==> config.mk <==
export PLATFORM = sky130hd
export DESIGN_NAME = bus_timer
export DESIGN_NICKNAME = d
export VERILOG_FILES = /design/src/rtl/bus_timer_pkg.sv /design/src/rtl/timer_prescaler.sv /design/src/rtl/bus_timer.sv
export SDC_FILE = /design/constraint.sdc
export NUM_CORES = 1
export LEC_CHECK = 0
export ABC_AREA = 1
export BUFFER_PORTS_ARGS = -buffer_cell sky130_fd_sc_hd__buf_2
export CORE_MARGIN = 4
export CORE_UTILIZATION = 50
export CTS_CLUSTER_DIAMETER = 30
export CTS_CLUSTER_SIZE = 20
export DETAILED_ROUTE_END_ITERATION = 12
export PLACE_DENSITY = 0.72
export SLEW_MARGIN = 15
export SYNTH_ARGS = -nofsm -noshare
export SYNTH_HDL_FRONTEND = slang
export SYNTH_SLANG_ARGS = --single-unit
==> constraint.sdc <==
create_clock -name clk_ip -period 1.9 [get_ports clk_ip]
set_clock_uncertainty 0.15 [all_clocks]
set_input_delay 0.285 -clock clk_ip [delete_from_list [all_inputs] [get_ports clk_ip]]
set_output_delay 0.285 -clock clk_ip [all_outputs]
set_load 0.01 [all_outputs]
==> src/rtl/bus_timer_pkg.sv <==
// Shared register map and bit-field positions for the bus_timer peripheral.
package bus_timer_pkg;

    localparam logic [1:0] REG_CTRL   = 2'd0;
    localparam logic [1:0] REG_STAT   = 2'd1;
    localparam logic [1:0] REG_CNT    = 2'd2;
    localparam logic [1:0] REG_RELOAD = 2'd3;

    localparam int CTRL_EN       = 0;
    localparam int CTRL_ONESHOT  = 1;
    localparam int CTRL_IE       = 2;
    localparam int CTRL_PSEL_LSB = 3;
    localparam int CTRL_PSEL_MSB = 5;

    localparam int STAT_OVF = 0;
    localparam int STAT_RUN = 1;

endpackage

==> src/rtl/timer_prescaler.sv <==
// Clock prescaler: emits a one-cycle tick every 2^psel enabled cycles.
module timer_prescaler #(
    parameter int PRESC_W = 7
) (
    input  logic       clk,
    input  logic       reset,
    input  logic       en,
    input  logic       restart,
    input  logic [2:0] psel,
    output logic       tick
);

    logic [PRESC_W-1:0] presc;
    logic [PRESC_W-1:0] terminal;

    always_comb begin
        terminal = PRESC_W'((32'd1 << psel) - 32'd1);
        tick     = en && (presc == terminal);
    end

    always_ff @(posedge clk) begin
        if (reset || !en || restart) begin
            presc <= '0;
        end else if (tick) begin
            presc <= '0;
        end else begin
            presc <= presc + 1'b1;
        end
    end

endmodule

==> src/rtl/bus_timer.sv <==
// 8-bit bus-mapped timer: CTRL/STAT/CNT/RELOAD registers, prescaled counting,
// sticky overflow flag and level interrupt.
module bus_timer
    import bus_timer_pkg::*;
#(
    parameter logic [7:0] BASE    = 8'hF0,
    parameter int          PRESC_W = 7
) (
    input  logic       clk_ip,
    input  logic       reset,
    input  logic [7:0] bus_addr_ip,
    input  logic [7:0] bus_wdata_ip,
    input  logic       bus_we_ip,
    output logic [7:0] bus_rdata_op,
    output logic       bus_sel_op,
    output logic       irq_op
);

    logic       en, oneshot, ie, ovf;
    logic [2:0] psel;
    logic [7:0] cnt, reload;

    logic       en_n, oneshot_n, ie_n, ovf_n;
    logic [2:0] psel_n;
    logic [7:0] cnt_n, reload_n;

    logic       tick, tick_eff, ovf_set;
    logic       wr_ctrl, wr_stat, wr_cnt, wr_reload;
    logic [1:0] off;
    logic [7:0] ctrl_rd, stat_rd;

    assign bus_sel_op = (bus_addr_ip[7:2] == BASE[7:2]);
    assign off        = bus_addr_ip[1:0];
    assign wr_ctrl    = bus_we_ip && bus_sel_op && (off == REG_CTRL);
    assign wr_stat    = bus_we_ip && bus_sel_op && (off == REG_STAT);
    assign wr_cnt     = bus_we_ip && bus_sel_op && (off == REG_CNT);
    assign wr_reload  = bus_we_ip && bus_sel_op && (off == REG_RELOAD);

    timer_prescaler #(.PRESC_W(PRESC_W)) u_presc (
        .clk     (clk_ip),
        .reset   (reset),
        .en      (en),
        .restart (wr_ctrl),
        .psel    (psel),
        .tick    (tick)
    );

    always_comb begin
        ctrl_rd = '0;
        ctrl_rd[CTRL_EN]      = en;
        ctrl_rd[CTRL_ONESHOT] = oneshot;
        ctrl_rd[CTRL_IE]      = ie;
        ctrl_rd[CTRL_PSEL_MSB:CTRL_PSEL_LSB] = psel;
        stat_rd = '0;
        stat_rd[STAT_OVF] = ovf;
        stat_rd[STAT_RUN] = en;

        bus_rdata_op = '0;
        if (bus_sel_op) begin
            case (off)
                REG_CTRL: bus_rdata_op = ctrl_rd;
                REG_STAT: bus_rdata_op = stat_rd;
                REG_CNT:  bus_rdata_op = cnt;
                default:  bus_rdata_op = reload;
            endcase
        end
    end

    // A CNT write swallows a coincident tick entirely, including its overflow.
    always_comb begin
        en_n      = en;
        oneshot_n = oneshot;
        ie_n      = ie;
        psel_n    = psel;
        cnt_n     = cnt;
        reload_n  = reload;
        ovf_set   = 1'b0;
        tick_eff  = tick && !wr_cnt;

        if (tick_eff) begin
            if (cnt == reload) begin
                cnt_n   = '0;
                ovf_set = 1'b1;
                if (oneshot) en_n = 1'b0;
            end else begin
                cnt_n = cnt + 8'd1;
            end
        end
        if (wr_cnt)    cnt_n    = bus_wdata_ip;
        if (wr_reload) reload_n = bus_wdata_ip;
        if (wr_ctrl) begin
            en_n      = bus_wdata_ip[CTRL_EN];
            oneshot_n = bus_wdata_ip[CTRL_ONESHOT];
            ie_n      = bus_wdata_ip[CTRL_IE];
            psel_n    = bus_wdata_ip[CTRL_PSEL_MSB:CTRL_PSEL_LSB];
        end

        // Set beats clear so an overflow landing on the clear cycle survives.
        ovf_n = ovf;
        if (wr_stat && bus_wdata_ip[STAT_OVF]) ovf_n = 1'b0;
        if (ovf_set) ovf_n = 1'b1;
    end

    always_ff @(posedge clk_ip) begin
        if (reset) begin
            en      <= 1'b0;
            oneshot <= 1'b0;
            ie      <= 1'b0;
            psel    <= '0;
            ovf     <= 1'b0;
            cnt     <= '0;
            reload  <= 8'hFF;
            irq_op  <= 1'b0;
        end else begin
            en      <= en_n;
            oneshot <= oneshot_n;
            ie      <= ie_n;
            psel    <= psel_n;
            ovf     <= ovf_n;
            cnt     <= cnt_n;
            reload  <= reload_n;
            irq_op  <= ovf_n && ie_n;
        end
    end

endmodule

### Word-level counts from Yosys, hierarchy flattened

Cells that the tools add are included.

* bits in registers: 31
* output and inout bits: 10

* add/sub/neg operators: 3
* reduce and logical (&&, ||, !) cells: 20
* eq/ne operators: 6
* multiplexer cells: 14
* shifts and indexed selects: 1

Operators with widths (number)
* $mux 8: 4
* $pmux 8 s3: 1
* $logic_and 1x1->1: 9
* $mux 1: 9
* $add 8x1->8 const B: 1
* $eq 8x8->1: 1
* $reduce_bool 2->1: 4
* $add 7x1->7 const B: 1
* $eq 7x7->1: 1
* $shl 1x3->7 const A: 1
* $sub 7x1->7 const B: 1
* $eq 6x6->1 const B: 1
* $eq 2x2->1 const B: 2
* $reduce_and 3->1: 1
* $eq 2x1->1 const B: 1
* $logic_not 1->1: 2
* $logic_not 2->1: 1
* $logic_or 1x1->1: 2
* $reduce_or 2->1: 1

### Depth between registers and ports, before layout

Gate-level depths: netlist (run 1).

* word-level depth: 8
* depth in mapped cells: 12
* gate-level depth less buffers: 12

### Cells and area by module

A second synthesis (run 1) with hierarchy kept.

* cells, all modules: 313
* area, all modules: 2039.5 um^2

Modules (own cells, without submodules)
* bus_timer: area an instance 1585.3 um^2, cells each 240, instances 1
* timer_prescaler: area an instance 454.2 um^2, cells each 73, instances 1

### Worst setup path after synthesis (run 1)

OpenSTA, ideal clock, no wires.

* path kind: input port to flip-flop
* start point: input bus_addr_ip[6]
* end point: register cnt[6]
* cell stages on the path: 12
* required time: 1.610 ns
* library setup time: 0.140 ns
* path slack: 0.296 ns
* data arrival time: 1.313 ns
* path through: nand2_1 -> nor2_1 -> nand2_2 -> inv_2 -> nand2_4 -> nor2_8 -> inv_4 -> buf_6 -> nand3_1 -> nand2_1 -> nand2_2 -> a21oi_2

* word-level cells in the longest chain between the ends: 6

RTL lines
* start, declared: line bus_timer.sv:11 `input logic [7:0] bus_addr_ip,`
* $eq 6x6->1 (*): line bus_timer.sv:32 `assign bus_sel_op = (bus_addr_ip[7:2] == BASE[7:2]);`
* named net bus_sel_op: line bus_timer.sv:15 `output logic bus_sel_op,`
* $logic_and 1x1->1 (*) (2 in series): line bus_timer.sv:36 `assign wr_cnt = bus_we_ip && bus_sel_op && (off == REG_CNT);`
* $logic_not 1->1: line bus_timer.sv:78 `tick_eff = tick && !wr_cnt;`
* $logic_and 1x1->1: line bus_timer.sv:78
* $reduce_bool 2->1 (no line)
* end signal, assigned: line bus_timer.sv:120 `cnt <= cnt_n;`
* end, declared: line bus_timer.sv:21 `logic [7:0] cnt, reload;`

The timed path passes the listed nets; every way through them passes the cells marked *.
A chain may end at the register's enable or synchronous reset.

### Worst setup path in the final report (run 1)

* start point: register cnt[5]
* end point: output bus_rdata_op[5]

* word-level cells in the longest chain between the ends: 2

RTL lines
* $pmux 8 s3: line bus_timer.sv:60 `case (off)`
* $mux 8: line bus_timer.sv:59 `if (bus_sel_op) begin`
* end, declared: line bus_timer.sv:14 `output logic [7:0] bus_rdata_op,`

No other way between the ends.

==> run_results.csv, run 1 <==
group,metric,value,unit
run_status,run_status,"finished, final reports clean",
clock_tree,post_cts_resized,0,
timing,slew_viol_final,0,
die,dieArea,0.004993,mm2
layout,diodes,0,
timing,rsz0062_at_grt,"no",
timing,fin_crit,1.782,ns
route,wl,4905,um
timing,period_share,0.9377,
synthesis,ys_top_cells_by_area,"dfxtp_1 (32%), nand2_1 (16%), nand3_1 (6.9%)",
timing,setup_tns,0,ns
timing,worst_slew_pin_slew,0.3757,ns
setup_path,worst-setup-path-type,"register to output pin",
hold_path,hold_class,"input port to register",
setup_path,critPathLaunchType,"register",
layout,fillers,364,
synthesis,syn-instance-count,300,
global_route,grt_pass1_vias,1812,
setup_path,slowest_delay,0.32,ns
clock_tree,cts.htree.levels,2,
setup_path,crit_path_end_kind,"output pin",
layout,drive_above_1_share,0.2278,
timing,holdWs,0.06933,ns
clock_tree,numCtsBuffers,5,
die,start_util,0.5283,
setup_path,rr_worst_depth,12,
timing,timing.final.ws_setup,0.1183,ns
setup_path,cp_top_family,"buffers and inverters",
hold_path,holdPathStages,3,
global_route,grt_max_degree,18,
die,fp.coreArea,0.003716,mm2
route,drc,0,
clock_tree,worstSkewPairLatency,0.29,ns
timing,hold_viol,0,
setup_path,rr_startpoint,"psel[2]",
die,io_pins,29,
setup_path,cp.buffers_inverters,4,
setup_path,slowest_stage,"dfxtp_1",
pwr,leakage,1.090,nW
layout,fin_nets,358,
run,maxCapViolations,0,
clock_tree,cts_buffer_depth,2,
synthesis,synth_nets,321,
global_route,grt_overflow,0,
pwr,ir_drop,329.6,uV
clock_tree,cts_tree,"done",
synthesis,syn_area_per_cell,6.544,um2
setup_path,r2r-end,"cnt[5]",
pwr,p_per_area,610.4,mW/mm2
placement,placed_area,0.002185,mm2
die,chipHeight,70.66,um
timing,setup_viol,0,
timing,slew_headroom,0.7493,
route,drtIter0Drc,100,
placement,dpl.hpwl,3851,um
layout,final_util,0.6195,
timing,max_freq,561.3,MHz
setup_path,cp.arrival,1.35,ns
clock_tree,cts_num_sinks,31,
setup_path,crit_top_cell,"inv_1",
setup_path,worstPathCellList,"buf_4 -> inv_1 -> nor2_1 -> o21ai_0 -> inv_1 -> buf_2",
synthesis,ys_ff_latch,31,
clock_tree,hold_buffers,0,
route,detail-route-antenna-nets,0,
setup_path,required,1.46,ns
clock_tree,path_clk_slew,0.07,ns
synthesis,synthDistinctLibCells,29,
global_route,antenna_found_initial,0,
route,wl_per_cell,12.71,um
clock_tree,cts_root_buf,"clkbuf_8",
setup_path,r2r_slack,0.24,ns
clock_tree,post_cts_buffers,0,
route,vias,1975,
global_route,grt_use_total,0.2051,
synthesis,yosys.area.top_type,"dfxtp_1",
route,drt_pass1_iterations,4,
placement,io_buffers,28,
layout,final_cell_area,0.002302,mm2
synthesis,synth_top_area_share,0.3161,
synthesis,synth_seq_area_share,0.3161,
hold_path,hold_start,"bus_wdata_ip[7]",
route,via_per_inst,5.117,
setup_path,path_max_fanout,4,
synthesis,synth_area,0.001963,mm2
die,row_count,22,
hold_path,worstHoldEndpoint,"reload[7]",
layout,syn_to_final_growth,17.27,%
synthesis,ys_warn_count,0,
placement,post-place-ws,0.1925,ns
die,die_w,70.66,um
placement,place_congestion,0.8803,
global_route,grt_pass1_wl,8266,um
[power by group]
group / switching (mW) / leakage [nW] / internal (mW)
combinational: 0.0457 / 0.778 / 0.0235
sequential: 0.000829 / 0.250 / 0.650
clock: 0.261 / 0.0612 / 0.424
total: 0.307 / 1.09 / 1.10
[synth_stat cells, drive strengths merged]
library cell / number
a21oi: 23
a221oi: 1
buf: 2
clkbuf: 2
dfxtp: 31
ha: 2
inv: 39
nand2: 98
nand3: 28
nand3b: 3
nor2: 36
nor3: 4
o21ai: 11
o221ai: 2
o22ai: 3
or2: 2
xnor2: 8
xor2: 5
[worst reg2reg max path: stages, from the launching register on]
cell	delay, ns
dfxtp_1	0.42
inv_2	0.11
nand2_2	0.08
nand2_1	0.05
nand2_1	0.05
nand2_1	0.05
nor2_2	0.11
nand2_2	0.07
nor2_4	0.13
inv_4	0.10
nand2_8	0.11
nand2_2	0.06
a21oi_2	0.11
[worst max-delay path by stage]
stage	start	endpoint	slack [ns]	depth (start not counted)
floorplan	bus_addr_ip[6]	cnt[6]	0.30	12
global placement	bus_addr_ip[1]	bus_rdata_op[0]	0.22	8
detailed placement	bus_addr_ip[6]	cnt[5]	0.19	12
CTS	cnt[5]	bus_rdata_op[5]	0.11	6
global route	cnt[5]	bus_rdata_op[5]	0.02	6
finish	cnt[5]	bus_rdata_op[5]	0.12	6
[stage by stage]
stage / total power [mW] / instances
5_1_grt: 1.445 / 386
6_report: 1.405 / 386
2_1_floorplan: 0.6991 / 300
3_5_place_dp: 0.7341 / 378
3_3_place_gp: 0.7341 / 378
4_1_cts: 1.413 / 386
[cells in the final DEF, fill, tap and decap left out]
cell type	n
inv_1	32
clkbuf_8	6
bufinv_16	1
nand2_4	1
nor2_1	32
ha_1	2
buf_4	6
o221ai_1	2
nor3_1	4
o21ai_0	11
nand3_2	1
nand2_1	85
buf_2	28
nor2_4	1
xor2_1	5
nand2_2	11
nand3b_1	3
nor2_2	2
o22ai_1	3
inv_2	5
or2_2	2
nand2_8	1
clkinv_2	1
dfxtp_1	31
nor2_8	1
inv_4	2
a221oi_1	1
a21oi_1	15
a21oi_2	8
xnor2_1	8
nand3_1	27
[layout make-up]
type                    count  area, um2  share of cell area
inverters                  39      151.4             0.06576
clock buffers               6      82.58             0.03587
well taps                  48      60.06             0.02609
flip-flops and latches     31      620.6              0.2696
clock inverters             2      35.03             0.01522
multi-input cells         226       1167              0.5071
repair buffers             34      185.2             0.08043
[cells by family after synthesis]
kind of cell	after synthesis	share of synthesized area
buffers and inverters	43	0.08923
adders and majority gates	2	0.01274
and+or+nand+nor	171	0.3990
xor gates and xnor gates	13	0.05800
AOI/OAI and AO/OA	40	0.1249
DFF	31	0.3161
[state kept, by name (all words and copies together), names as in the netlist]
| name | flops |
|---|---|
| en | 1 |
| cnt | 8 |
| irq_op | 1 |
| ovf | 1 |
| u_presc.presc | 7 |
| psel | 3 |
| oneshot | 1 |
| reload | 8 |
| ie | 1 |
[per-layer routing]
metal / GRT usage / wire length, um / vias to the layer above
met5: 0 / 0 / -
met4: 0.05637 / 63 / 0
met3: 0.03835 / 342 / 6
met2: 0.3534 / 2331 / 56
met1: 0.2626 / 2167 / 887
li1: - / - / 1026
No activity file was read; power rests on OpenSTA's default activity.
==> inputs of run 2 (changes only) <==
--- a/config.mk
+++ b/config.mk
@@ -7,12 +7,14 @@
 export LEC_CHECK = 0
 export ABC_AREA = 1
 export BUFFER_PORTS_ARGS = -buffer_cell sky130_fd_sc_hd__buf_2
+export CELL_PAD_IN_SITES_DETAIL_PLACEMENT = 1
+export CELL_PAD_IN_SITES_GLOBAL_PLACEMENT = 1
 export CORE_MARGIN = 4
-export CORE_UTILIZATION = 50
+export CORE_UTILIZATION = 40
 export CTS_CLUSTER_DIAMETER = 30
 export CTS_CLUSTER_SIZE = 20
 export DETAILED_ROUTE_END_ITERATION = 12
-export PLACE_DENSITY = 0.72
+export PLACE_DENSITY = 0.8
 export SLEW_MARGIN = 15
 export SYNTH_ARGS = -nofsm -noshare
 export SYNTH_HDL_FRONTEND = slang
==> run_results.csv, run 2 (same netlist as run 1, synthesis figures left out) <==
group,metric,value,unit
timing,hold_viol,0,
pwr,internal-power,1.006,mW
route,drtIter0Drc,65,
placement,place_congestion,0.8142,
setup_path,slowest_delay,0.34,ns
setup_path,crit_path_end_kind,"output pin",
clock_tree,cts_num_sinks,31,
setup_path,critPathLaunchType,"register",
clock_tree,hold_buffers,0,
run,maxCapViolations,0,
layout,most-common-layout-cells,"nand2_1 (85), nor2_1 (32), inv_1 (32)",
timing,period_share,0.9205,
hold_path,hold_class,"input port to register",
timing,rsz0062_at_grt,"no",
die,io_pins,29,
timing,worst_slew_pin_slew,0.3890,ns
setup_path,r2r_slack,0.17,ns
setup_path,cp.arrival,1.31,ns
route,drt_pass1_iterations,6,
placement,dpl.hpwl,4737,um
timing,max_freq,571.8,MHz
pwr,p_clk_frac,0.443,
route,via_per_inst,4.853,
route,wl_per_cell,14.42,um
pwr,p_per_area,560.2,mW/mm2
setup_path,slowest_stage,"dfxtp_1",
layout,fillers,673,
clock_tree,cts_root_buf,"clkbuf_8",
timing,slew_viol_final,0,
global_route,grt_pass1_vias,2041,
route,detail-route-antenna-nets,0,
pwr,swShare,0.2277,
pwr,ir_drop,300.5,uV
layout,drive_above_1_share,0.2324,
global_route,grt_overflow,0,
die,fp.coreArea,0.004723,mm2
global_route,antenna_found_initial,0,
clock_tree,numCtsBuffers,5,
pwr,leakage,1.091,nW
global_route,grt_pass1_wl,9729,um
die,die_w,78.06,um
pwr,p_seq_frac,0.500,
clock_tree,post_cts_buffers,0,
clock_tree,cts_buffer_depth,2,
die,dieArea,0.006093,mm2
layout,layout_commonest_cell,"nand2_1",
layout,layoutNonFillerInstCount,407,
pwr,pwr-share-comb,0.057,
clock_tree,path_clk_slew,0.07,ns
setup_path,required,1.46,ns
global_route,grt_use_total,0.2045,
route,drc,0,
clock_tree,worstSkewPairLatency,0.28,ns
timing,setup_tns,0,ns
setup_path,path_max_fanout,4,
die,start_util,0.4156,
route,wl,5867,um
layout,fin_nets,360,
pwr,p_switching,0.2965,mW
setup_path,worstPathCellList,"buf_4 -> inv_1 -> nor2_1 -> o21ai_0 -> inv_1 -> buf_2",
setup_path,crit_top_cell,"inv_1",
clock_tree,cts.htree.levels,2,
setup_path,cp_top_family,"buffers and inverters",
die,chipHeight,78.06,um
layout,diodes,0,
route,vias,1975,
clock_tree,cts_tree,"done",
die,row_count,25,
placement,io_buffers,28,
timing,slew_headroom,0.7404,
timing,setup_viol,0,
placement,numPlacedInstances,399,
run_status,run_status,"finished, final reports clean",
setup_path,worst-setup-path-type,"register to output pin",
layout,syn_to_final_growth,18.42,%
timing,fin_crit,1.749,ns
layout,top_regs,"cnt (8), reload (8), u_presc.presc (7)",
global_route,grt_max_degree,18,
setup_path,cp.buffers_inverters,4,
## run 2: cell types whose count changed in the layout (fill, tap and decap cells not counted)
cell | before | now
clkinv_2 | 1 | 0
dfxtp_2 | 0 | 1
bufinv_16 | 1 | 0
clkbuf_8 | 6 | 7
buf_4 | 6 | 8
dfxtp_1 | 31 | 30
clkbuf_1 | 0 | 1
## run 2: worst min-delay path, stage by stage
cell and delay (ns):
buf_2 0.09, nand2_1 0.05, nand3_1 0.07
## run 2: final timing paths
check                                 startpoint               end  cells after the start
worst max register to register            cnt[1]            cnt[6]                      8
worst max-delay path                      cnt[5]   bus_rdata_op[5]                      6
worst min register to register  u_presc.presc[0]  u_presc.presc[0]                      1
worst min-delay path             bus_wdata_ip[7]         reload[7]                      3
## run 2: layout make-up
cell class                      instances  area (um2)  area share
Clock buffer                            8       100.1     0.04306
Inverter                               39       151.4     0.06512
Multi-Input combinational cell        226        1167      0.5022
Sequential cell                        31       621.8      0.2675
Tap cell                               67       83.83     0.03606
Timing Repair Buffer                   36       200.2     0.08611
## run 2: stage by stage
stage | power (mW) | instance area, um2 | util | worst slack (ns) | hold slack, ns
2_1_floorplan | 0.6991 | 1963 | - | 0.2963 | 0.2347
3_3_place_gp | 0.7390 | 2223 | 0.4707 | 0.1714 | 0.3271
6_report | 1.302 | 2325 | 0.4922 | 0.1511 | 0.1003
5_1_grt | 1.362 | 2325 | 0.4922 | 0.002859 | 0.1065
3_5_place_dp | 0.7396 | 2223 | 0.4707 | 0.1677 | 0.3485
4_1_cts | 1.323 | 2323 | 0.4919 | 0.1316 | 0.09280
## run 2: per-layer routing
metal,track usage,part of all wire,vias to the layer above
li1,-,-,1026
met1,0.2354,0.43,929
met2,0.3853,0.54,14
met3,0.04128,0.020,6
met4,0.04720,0.0082,0
met5,0,0,-
## run 2: power groups by stage
stage | clock (mW) | sequential (mW) | combinational (mW)
floorplan | 0 | 0.666 | 0.0335
CTS | 0.598 | 0.651 | 0.0742
global route | 0.631 | 0.651 | 0.0809
finish | 0.577 | 0.651 | 0.0737
global placement | 0 | 0.666 | 0.0731
detailed placement | 0 | 0.666 | 0.0737
## run 2: timing repair
action	in CTS	in global routing
endpoints found under the setup margin	0	2
endpoints found under the hold margin	0	0
resized for setup	0	1
==> inputs of run 3 (changes only) <==
--- a/config.mk
+++ b/config.mk
@@ -14,7 +14,7 @@
 export CTS_CLUSTER_DIAMETER = 30
 export CTS_CLUSTER_SIZE = 20
 export DETAILED_ROUTE_END_ITERATION = 12
-export PLACE_DENSITY = 0.8
+export PLACE_DENSITY = 0.79
 export SLEW_MARGIN = 15
 export SYNTH_ARGS = -nofsm -noshare
 export SYNTH_HDL_FRONTEND = slang
==> run_results.csv, run 3 (same netlist as run 1, synthesis figures left out) <==
group,metric,value,unit
clock_tree,numCtsBuffers,5,
timing,rsz0062_at_grt,"no",
setup_path,critPathLaunch,"cnt[3]",
setup_path,crit_path_end_kind,"output pin",
run_status,run_status,"finished, final reports clean",
route,vias,2020,
setup_path,path_max_fanout,4,
layout,diodes,0,
layout,top_regs,"cnt (8), reload (8), u_presc.presc (7)",
global_route,grt_pass1_wl,10160,um
timing,setup_viol,0,
timing,slew_headroom,0.7133,
die,chipHeight,78.06,um
layout,syn_to_final_growth,17.21,%
hold_path,hold_class,"input port to register",
pwr,ir_drop,328.0,uV
clock_tree,cts_num_sinks,31,
route,drc,0,
layout,drive_above_1_share,0.2330,
timing,period_share,0.9062,
layout,layout_commonest_cell,"nand2_1",
setup_path,critPathLaunchType,"register",
layout,most-common-layout-cells,"nand2_1 (85), nor2_1 (32), inv_1 (32)",
hold_path,hold_start,"bus_wdata_ip[7]",
timing,slew_viol_final,0,
global_route,grt_use_total,0.2130,
die,io_pins,29,
route,routed.top_layer,"met4",
timing,setup_tns,0,ns
timing,worst_slew_pin_slew,0.4296,ns
route,wl_met1,2498,um
route,wl_met3,161,um
setup_path,cp.arrival,1.29,ns
pwr,leakage,1.077,nW
clock_tree,cts_buffer_depth,2,
setup_path,worst-setup-path-type,"register to output pin",
route,via_per_inst,4.975,
setup_path,r2r_slack,0.22,ns
hold_path,holdPathStages,3,
placement,place_congestion,0.8461,
placement,dpl.hpwl,4788,um
global_route,grt_pass1_vias,2152,
global_route,grt_overflow,0,
route,wl,6030,um
clock_tree,cts.htree.levels,2,
pwr,p_per_area,534.7,mW/mm2
die,dieArea,0.006093,mm2
route,detail-route-antenna-nets,0,
timing,hold_viol,0,
die,start_util,0.4156,
run,maxCapViolations,0,
setup_path,rr_worst_depth,8,
route,wl_met2,3262,um
timing,fin_crit,1.722,ns
setup_path,r2r-end,"cnt[6]",
setup_path,rr_startpoint,"cnt[1]",
route,drtIter0Drc,92,
die,die_w,78.06,um
die,row_count,25,
route,drt_pass1_iterations,4,
clock_tree,cts_root_buf,"clkbuf_8",
timing,max_freq,580.8,MHz
clock_tree,worstSkewPairLatency,0.28,ns
route,wl_per_cell,14.85,um
layout,final_util,0.4872,
global_route,grt_max_degree,18,
placement,io_buffers,28,
layout,fin_nets,359,
hold_path,worstHoldEndpoint,"reload[7]",
layout,fillers,654,
clock_tree,path_clk_slew,0.07,ns
clock_tree,cts_tree,"done",
global_route,antenna_found_initial,0,
setup_path,required,1.46,ns
die,fp.coreArea,0.004723,mm2
clock_tree,post_cts_buffers,0,
-- run 3: area by class of cell --
type	instances	area (um2)	area share
Inverter	39	151.4	0.06580
Clock buffer	7	76.32	0.03317
Multi-Input combinational cell	226	1167	0.5073
Tap cell	67	83.83	0.03643
Clock inverter	1	5.005	0.002175
Timing Repair Buffer	35	192.7	0.08374
Sequential cell	31	624.3	0.2713
-- run 3: worst max-delay path: stages, from the launching register on --
cell and delay, ns:
dfxtp_1 0.35, buf_4 0.14, inv_1 0.07, o221ai_1 0.17, nand2_1 0.09, inv_1 0.06
buf_2 0.12
-- run 3: what timing repair did --
action | in CTS | in global routing
endpoints found under the setup margin | 0 | 11
hold buffers | 0 | 0
hold endpoints to repair | 0 | 0
gates resized for setup | 0 | 3
-- run 3: layer usage --
layer	GRT usage	up-vias
li1	-	1025
met1	0.2298	963
met2	0.4118	23
met3	0.04587	9
met4	0.06119	0
met5	0	-
-- run 3: how the worst max path moves through the flow --
| stage | cells after the start | endpoint | slack [ns] |
|---|---|---|---|
| 6_report | 6 | bus_rdata_op[3] | 0.18 |
| 5_1_grt | 8 | cnt[6] | 0.02 |
| 4_1_cts | 12 | cnt[4] | 0.13 |
| 3_5_place_dp | 12 | cnt[4] | 0.14 |
| 3_3_place_gp | 12 | cnt[0] | 0.17 |
| 2_1_floorplan | 12 | cnt[6] | 0.30 |
-- run 3: power by group --
| group | total, mW | internal, mW | switching, mW |
|---|---|---|---|
| logic | 0.0758 | 0.0250 | 0.0509 |
| registers | 0.651 | 0.650 | 0.000841 |
| clock network | 0.503 | 0.257 | 0.247 |
| total | 1.23 | 0.932 | 0.298 |
-- run 3: metrics by stage --
stage	instance area [um2]	setup slack [ns]	std cells	power, mW	hold WS (ns)
finish	2301	0.1782	406	1.230	0.09545
floorplan	1963	0.2963	300	0.6991	0.2347
CTS	2297	0.1325	406	1.243	0.09640
global route	2301	0.02317	406	1.287	0.09956
detailed placement	2216	0.1420	398	0.7407	0.3403
global placement	2216	0.1693	398	0.7397	0.3248
